[src/rtl/fetch_ctrl_pkg.sv]
// Shared definitions for the instruction fetch controller:
// FSM state encoding and the default post-reset fetch address.
package fetch_ctrl_pkg;

    typedef enum logic [1:0] {
        ST_IDLE  = 2'd0,
        ST_REQ   = 2'd1,
        ST_DRAIN = 2'd2
    } fetch_state_e;

    localparam logic [15:0] RESET_PC_DEFAULT = 16'h0000;

endpackage

[src/rtl/fetch_ctrl.sv]
// Instruction fetch controller: one outstanding memory access at a time,
// a single-entry output register to decode, and branch redirect with drain.
module fetch_ctrl
    import fetch_ctrl_pkg::*;
#(
    parameter int              AW       = 16,
    parameter logic [AW-1:0]   RESET_PC = AW'(RESET_PC_DEFAULT)
) (
    input  logic          clk,
    input  logic          reset_n,
    output logic          imReq,
    output logic [AW-1:0] imAddr,
    input  logic          imAck,
    input  logic [15:0]   imData,
    input  logic          brValid,
    input  logic [AW-1:0] brTarget,
    input  logic          stall,
    output logic          fValid,
    output logic [15:0]   fInst,
    output logic [AW-1:0] fPc
);

    fetch_state_e  state, state_nxt;
    logic [AW-1:0] pc, pc_nxt;
    logic [AW-1:0] req_addr, req_addr_nxt;
    logic          valid_nxt;
    logic [15:0]   inst_nxt;
    logic [AW-1:0] fpc_nxt;

    always_comb begin
        state_nxt    = state;
        pc_nxt       = pc;
        req_addr_nxt = req_addr;
        // A held instruction leaves when decode is not stalling.
        valid_nxt    = fValid && stall;
        inst_nxt     = fInst;
        fpc_nxt      = fPc;

        case (state)
            ST_IDLE: begin
                // Only start a fetch when the output slot is free or draining now.
                if (!brValid && (!fValid || !stall)) begin
                    state_nxt    = ST_REQ;
                    req_addr_nxt = pc;
                end
            end
            ST_REQ: begin
                if (imAck) begin
                    state_nxt = ST_IDLE;
                    if (!brValid) begin
                        inst_nxt  = imData;
                        fpc_nxt   = req_addr;
                        valid_nxt = 1'b1;
                        pc_nxt    = req_addr + AW'(1);
                    end
                end else if (brValid) begin
                    state_nxt = ST_DRAIN;
                end
            end
            ST_DRAIN: begin
                // Access cannot be aborted; wait for the ack and drop the data.
                if (imAck) state_nxt = ST_IDLE;
            end
            default: state_nxt = ST_IDLE;
        endcase

        // Redirect overrides everything, including a same-cycle load.
        if (brValid) begin
            pc_nxt    = brTarget;
            valid_nxt = 1'b0;
        end
    end

    always_ff @(posedge clk or negedge reset_n) begin
        if (!reset_n) begin
            state    <= ST_IDLE;
            pc       <= RESET_PC;
            req_addr <= RESET_PC;
            fValid   <= 1'b0;
            fInst    <= 16'h0000;
            fPc      <= '0;
        end else begin
            state    <= state_nxt;
            pc       <= pc_nxt;
            req_addr <= req_addr_nxt;
            fValid   <= valid_nxt;
            fInst    <= inst_nxt;
            fPc      <= fpc_nxt;
        end
    end

    assign imReq  = (state != ST_IDLE);
    assign imAddr = req_addr;

endmodule
[config.mk]
export PLATFORM = sky130hd
export DESIGN_NAME = fetch_ctrl
export DESIGN_NICKNAME = d
export VERILOG_FILES = /design/src/rtl/fetch_ctrl_pkg.sv /design/src/rtl/fetch_ctrl.sv
export SDC_FILE = /design/constraint.sdc
export NUM_CORES = 1
export LEC_CHECK = 0
export BUFFER_PORTS_ARGS = -buffer_cell sky130_fd_sc_hd__buf_2
export CORE_MARGIN = 2
export CORE_UTILIZATION = 51
export CTS_CLUSTER_SIZE = 8
export DETAILED_ROUTE_END_ITERATION = 10
export GPL_ROUTABILITY_DRIVEN = 0
export PLACE_DENSITY = 0.79
export SLEW_MARGIN = 30
export SYNTH_ARGS = -nofsm -noshare
export SYNTH_HDL_FRONTEND = slang
export SYNTH_SLANG_ARGS = --single-unit
[constraint.sdc]
create_clock -name clk -period 2.3 [get_ports clk]
set_input_delay 0.575 -clock clk [delete_from_list [all_inputs] [get_ports clk]]
set_output_delay 0.575 -clock clk [all_outputs]
set_load 0.1 [all_outputs]
==> results.toml, run 1 <==
[yosys]
yosysMostFrequentCell = "nand2_1"
seq_area_frac_synth_pct = 56.28
synth_area_um2 = 2979
syn_avg_cell_area_um2 = 9.930
synthesis.instances = 300
synth-seq-cells = 67
yosysTopAreaCellShare_pct = 56.28
synth_edf_count = 0
yosys_warnings = 0
ys.flop_type = "dfrtp_1"
synthTopCellsByArea = "dfrtp_1 56%, nand2_1 15%, mux2_2 5.7%, xnor2_1 3.2%, o221ai_1 1.8%"
syn_nets = 338
yosys.area.top_type = "dfrtp_1"
synthTopCellsByCount = "121 x nand2_1, 67 x dfrtp_1, 15 x mux2_2, 11 x xnor2_1"
async_flop_share_pct = 100.0
synth_cell_types = 30

[grt]
grt_max_degree = 45
antenna_found_initial = 0
gr-total-overflow = 0
grt_use_total_pct = 23.04
grt_pass1_vias = 2346
grt_pass1_wl_um = 11340

[drt]
dr.pass1.iters = 4
viasPerCell = 5.186
vias = 2401
drc = 0
drt_iter0_drc = 116
final_antenna_net_count = 0
wire_per_inst_um = 14.75
wirelength_um = 6827

[sta]
final.setup.tns_ns = 0
setup_viol = 0
tightest_slew_ns = 0.5592
skew_ns = 0.01026
grt_setup_unrepaired = "false"
hold_viol = 0
whs_ns = 0.2160
maxSlewViolCount = 0
post-route-min-period_ns = 2.028
period_share_pct = 88.18
max_freq_mhz = 493.1
slew_headroom_pct = 62.72

[die]
coreArea_um2 = 5574
die-area_um2 = 6469
dieWidth_um = 80.43
die_height_um = 80.43
initial_core_util_pct = 53.45
ios = 87
rows = 27

[cts]
insertion_delay_ns = 0.34
cts_resized = 0
cts_buffers = 9
hold_buffers = 0
cts_setup_buffers = 0
clkSinkCount = 67
cts-root-buf = "clkbuf_8"
clockBufferDepth = 2
clkTransAtPathRegs_ns = 0.08
cts_tree = "yes"
htree_levels = 3

[setup_path]
slowest_stage = "dfrtp_1"
crit_buf_inv = 1
cp-start-kind = "register"
ff2ff_setup_slack_ns = 0.41
path_cells = "buf_2"
required_ns = 1.73
cpLargestDelayFamily = "flip-flops"
critPathMaxFanout = 11
worst_setup_path_end_kind = "primary output"
cpPeakStageDelay_ns = 0.60
cp.arrival_ns = 1.45
path_class = "reg2out"

[cells_and_area]
num-fill-cells = 459
multi_input_area_um2 = 1212
seq_area_um2 = 1677
antenna_cells = 0
area.growth.synth_to_final_pct = 24.28
drive_gt1_share_pct = 33.50
final_util_pct = 66.42
nNetsFinal = 424
stdcell_area_um2 = 3702

[run_status]
outcome = "complete, no violations"

[min_path]
hp-class = "in2async"

[placed_design]
numPortBuffers = 86
placed_cell_area_um2 = 3507
detailed_place_hpwl_um = 4606

[flow_run]
maxCapViolations = 0
through the flow:
step / cells / setup slack (ns)
6_report: 463 / 0.2719
5_1_grt: 463 / 0.2280
4_1_cts: 463 / 0.2798
3_5_place_dp: 447 / 0.3709
3_3_place_gp: 447 / 0.4170
2_1_floorplan: 300 / 0.1322
final cells by class:
| cell class | count | share of cell area [%] |
|---|---|---|
| tap | 72 | 2.433 |
| clock inverter | 4 | 1.352 |
| inverter | 2 | 0.2028 |
| sequential | 67 | 45.29 |
| timing repair buffer | 93 | 14.06 |
| clock buffer | 12 | 3.920 |
| multi-input combinational | 213 | 32.75 |
flip-flops by register name, summed over array words and instances, names as in the netlist:
register and flops:
state 2, fValid 1, pc 16, imAddr 16, fPc 16, fInst 16
cells by family after synthesis:
kind of cell	synth area share, %
AO/OA/AOI/OAI	6.720
XOR/XNOR	4.116
adder cells (fa/ha/maj)	0.4199
buffers and inverters	3.108
flip-flops	56.28
multiplexers	6.678
AND/OR/NAND/NOR	22.68
final timing paths:
path / from / end / depth (start not counted)
min in group clk: imAck / state[1] / 2
max in group asynchronous: reset_n / fPc[13] / 2
worst max register to register: imAddr[0] / pc[12] / 5
worst min register to register: fInst[10] / fInst[10] / 2
worst min-delay path: reset_n / pc[5] / 1
worst max-delay path: imAddr[0] / imAddr[0] / 1
worst reg2reg max path, delay by kind of cell, from the launching register on:
kind | cells | cell delay [ns]
DFF | 1 | 0.60
adders and majority gates | 1 | 0.36
AOI/OAI and AO/OA | 1 | 0.14
and+or+nand+nor | 1 | 0.37
xor gates and xnor gates | 1 | 0.17
buffers and inverters | 1 | 0.11
cells in the final DEF (no fill, tap or decap), types with 4 or more instances in the layout:
master	count
nand2_1	121
buf_2	86
dfrtp_1	67
mux2_2	15
xnor2_1	11
clkbuf_8	10
o21ai_0	9
nand3_1	7
a21oi_1	6
nor4_1	6
o221ai_1	6
nand4_1	4
buf_4	4
routing by layer:
metal / part of all wire (%) / wire length [um] / vias to the layer above / track usage, %
met3: 4.1 / 277 / 11 / 4.045
met2: 49 / 3333 / 62 / 37.25
met1: 45 / 3102 / 1151 / 30.63
met4: 1.7 / 114 / 0 / 9.831
li1: - / - / 1177 / -
met5: 0 / 0 / - / 0
Power of run 1 is left out: the tool's default activity adds up to more than one toggle a clock period on the data nets, which glitch-free logic cannot reach.
==> run 2, diff against run 1 <==
BUFFER_PORTS_ARGS = unset   (was -buffer_cell sky130_fd_sc_hd__buf_2)
CORE_UTILIZATION = 60   (was 51)
DONT_BUFFER_PORTS = 1   (was unset)
PLACE_DENSITY = 0.76   (was 0.79)
RECOVER_POWER = 25   (was unset)
==> run 2 against run 1 <==
Compared with the run above:
- highest routed layer unchanged
- core utilization grew 8.7 points
- maximum frequency grew 6.5%
- the run now ends with capacitance limit, slew limit left
- worst setup slack gained 0.12 ns
- sequential share of layout area grew 1.7 points
- design area shrank 3.6%
- critical path type unchanged
==> results.toml, run 2 (same netlist as run 1, synthesis figures left out) <==
[setup_path]
ff2ff_setup_slack_ns = 0.46
cp.depth = 1
worst_setup_path_end_kind = "primary output"
crit_buf_inv = 0
slowest_stage = "or2_2"
cp-start-kind = "register"
cpPeakStageDelay_ns = 0.55
cpLargestDelayFamily = "simple AND/OR/NAND/NOR gates"
cp.arrival_ns = 1.33
critPathMaxFanout = 6
reg2regPathDepth = 5
path_cells = "or2_2"
required_ns = 1.73
path_class = "reg2out"

[cts]
clkSinkCount = 67
cts-root-buf = "clkbuf_8"
clkTransAtPathRegs_ns = 0.06
cts_tree = "yes"
insertion_delay_ns = 0.33
clockBufferDepth = 2
cts_buffers = 9
cts_resized = 0
htree_levels = 3

[sta]
tightest_slew_ns = 1.629
period_share_pct = 82.76
maxSlewViolCount = 68
hold_viol = 0
skew_ns = 0.003732
post-route-min-period_ns = 1.904
max_freq_mhz = 525.3
grt_setup_unrepaired = "false"
final.setup.tns_ns = 0
slew_headroom_pct = -8.629
setup_viol = 0

[cells_and_area]
drive_gt1_share_pct = 26.42
final_cell_mix = "121 x nand2_1, 67 x dfrtp_1, 54 x buf_4, 15 x mux2_2, 12 x clkbuf_8"
area.growth.synth_to_final_pct = 19.82
mostFrequentLayoutCell = "nand2_1"
num-fill-cells = 343
nNetsFinal = 386
antenna_cells = 0

[die]
ios = 87
die_height_um = 74.47
coreArea_um2 = 4755
die-area_um2 = 5545
rows = 25
initial_core_util_pct = 62.66
dieWidth_um = 74.47

[drt]
drc = 0
vias = 2294
final_antenna_net_count = 0
dr.pass1.iters = 4
drt_iter0_drc = 129
wire_per_inst_um = 16.03
wirelength_um = 6715
viasPerCell = 5.475

[placed_design]
detailed_place_hpwl_um = 4401
numPortBuffers = 0

[grt]
gr-total-overflow = 0
grt_pass1_wl_um = 10720
grt_max_degree = 68
grt_pass1_vias = 2223
antenna_found_initial = 0
grt_use_total_pct = 26.25

[min_path]
hp-class = "in2reg"
hold_depth = 1

[run_status]
outcome = "finished with violations"
failed_checks = "capacitance limit, slew limit"

[flow_run]
maxCapViolations = 1
## run 2: cell types whose count changed in the layout (fill, tap and decap cells not counted), sizes merged
cell,change
clkinv,+1
bufinv,-1
clkbuf,+2
clkinvlp,-2
buf,-39
## run 2: what timing repair did
item / CTS / global route
endpoints found under the hold margin: 67 / 0
hold buffers: 1 / 0
setup buffers: 0 / 0
## run 2: path summary, 6_finish.rpt
check                                from        to
worst max-delay path             state[1]     imReq
worst min-delay path                imAck  state[1]
worst max register to register  imAddr[0]    pc[12]
worst min register to register     fPc[5]    fPc[5]
max in group asynchronous         reset_n  state[1]
min in group asynchronous         reset_n    fPc[8]
## run 2: cell type report
cell class	count	area, um2	share of cell area [%]
Timing Repair Buffer	55	410.4	11.50
Clock buffer	13	168.9	4.732
Inverter	2	7.507	0.2103
Multi-Input combinational cell	213	1212	33.96
Tap cell	67	83.83	2.348
Clock inverter	2	10.01	0.2804
Sequential cell	67	1677	46.97
## run 2: stage by stage
stage                     std cells  hold slack (ns)  instance area (um2)  setup WS, ns  utilization, %
after floorplan                 300           0.2794                 2979        0.1322               -
after global placement          403           0.2813                 3386        0.6436           71.21
after detailed placement        403           0.2816                 3386        0.5788           71.21
after CTS                       419           0.1180                 3592        0.3831           75.55
after global routing            419           0.2803                 3570        0.2989           75.08
final                           419           0.2955                 3570        0.3965           75.08
## run 2: layer usage
layer	track usage (%)	wire, um
met1	36.50	2871
met5	0	0
met4	11.90	99
met3	6.098	488
met2	39.63	3256
Power of run 2 is left out for the same reason.
==> run 3, diff against run 2 <==
CORE_UTILIZATION = 56   (was 60)
PLACE_DENSITY = 0.74   (was 0.76)
clock period = 1.5 ns   (was 2.3 ns; I/O delays follow)
==> run 3 against run 2 <==
Compared with the run above:
- the run ends with hold timing, setup timing left
- global-route usage rose by 0.29 points
- clock-buffer cell count fell by 2
- sequential cell count did not move
- non-clock buffer count rose by 16
- die area rose by 6.7%
- final cell count rose by 4.8%
- core utilization rose by 7.7 points
- hold slack got worse by 0.57 ns
- via count rose by 11%
- critical path type is now reg2reg
==> results.toml, run 3 (same netlist as run 1, synthesis figures left out) <==
[drt]
drt_iter0_drc = 204
final_antenna_net_count = 0
drc = 0
viasPerCell = 5.779
dr.pass1.iters = 5
wirelength_um = 8840
wire_per_inst_um = 20.14
vias = 2537

[setup_path]
reg2regPathDepth = 6
cp_common_cell = "buf_6"
worst_setup_path_end_kind = "register"
ff2ff_setup_slack_ns = -0.09
required_ns = 1.70
slowest_stage = "dfrtp_4"
cpPeakStageDelay_ns = 0.43
path_class = "reg2reg"
cp-start-kind = "register"
critPathMaxFanout = 3
path_cells = "buf_6 -> buf_6 -> and4_4 -> nand4_1 -> xor2_1 -> o221ai_1"
cp.arrival_ns = 1.79

[flow_run]
maxCapViolations = 0

[sta]
tightest_slew_ns = 0.3579
whs_ns = -0.2766
skew_ns = 0.007384
post-route-min-period_ns = 1.594
setup_viol = 18
period_share_pct = 106.3
hold_viol = 67
max_freq_mhz = 627.2
slew_headroom_pct = 76.14
setup_ws_ns = -0.09441
grt_setup_unrepaired = "true"
maxSlewViolCount = 0

[cells_and_area]
nNetsFinal = 402
antenna_cells = 0
final_util_pct = 82.75
final_cell_mix = "101 x nand2_1, 52 x buf_4, 50 x dfrtp_1, 19 x nand2_2, 15 x mux2_4"
instances_no_fill = 439
drive_gt1_share_pct = 44.44
area.growth.synth_to_final_pct = 41.87
mostFrequentLayoutCell = "nand2_1"

[grt]
grt_use_total_pct = 26.54
antenna_found_initial = 0
grt_pass1_vias = 2496
grt_pass1_wl_um = 12220
gr-total-overflow = 0
grt_max_degree = 68

[cts]
clkSinkCount = 67
htree_levels = 3
clockBufferDepth = 2
cts_tree = "yes"
insertion_delay_ns = 0.34
cts-root-buf = "clkbuf_8"
cts_buffers = 9
clkTransAtPathRegs_ns = 0.07

[placed_design]
dpl.cell_count = 410
numPortBuffers = 0
detailed_place_hpwl_um = 4605

[die]
initial_core_util_pct = 58.33
die-area_um2 = 5919
rows = 26
ios = 87
coreArea_um2 = 5107
die_height_um = 76.94
dieWidth_um = 76.94

[run_status]
failed_checks = "hold timing, setup timing"
outcome = "finished with violations"

[min_path]
hp-class = "in2async"
==> run 3: per-stage QoR <==
| stage | setup TNS [ns] | hold slack (ns) | setup slack, ns | instance area [um2] |
|---|---|---|---|---|
| floorplan | -5.200 | 0.07941 | -0.3477 | 3141 |
| global placement | 0 | 0.08111 | 0.01582 | 3605 |
| detailed placement | -0.1204 | 0.08115 | -0.04729 | 3605 |
| CTS | -0.09507 | -0.2756 | -0.03367 | 3931 |
| global route | -1.932 | -0.2903 | -0.1466 | 4227 |
| finish | -0.2968 | -0.2766 | -0.09441 | 4227 |
==> run 3: layout make-up <==
class                           count  area, um2
Sequential cell                    67       1725
Inverter                            2      7.507
Clock buffer                       11      131.4
Multi-Input combinational cell    213       1499
Tap cell                           70      87.58
Clock inverter                      5      77.57
Timing Repair Buffer               71      698.2
Fill cell                         288      880.8
==> run 3: final timing paths <==
| kind | start | to |
|---|---|---|
| max | imAddr[4] | pc[8] |
| min | reset_n | fPc[4] |
| max reg2reg | imAddr[4] | pc[8] |
| min reg2reg | fInst[3] | fInst[3] |
| max in group asynchronous | reset_n | imAddr[9] |
| min in group clk | imAck | state[1] |
==> run 3: critical path, delay by kind of cell, from the launching register on <==
kind / cells / cell delay (ns)
simple gates: 2 / 0.35
buf+inv: 2 / 0.23
xor+xnor: 1 / 0.26
flops: 1 / 0.43
compound gates: 1 / 0.17
==> run 3: metal layers <==
metal,global-route usage (%),vias to the layer above,share of wire [%]
met3,6.118,24,8.2
met1,34.16,1252,39
met4,9.455,0,2.5
met5,0,-,0
met2,44.21,130,51
li1,-,1131,-
==> run 3: repair_timing <==
action,in CTS,in global routing
endpoints found under the setup margin,15,56
gates cloned,0,6
resized for setup,21,42
endpoints found under the hold margin,67,67
pin swaps,1,13
setup buffers,6,2
Power of run 3 is left out for the same reason.
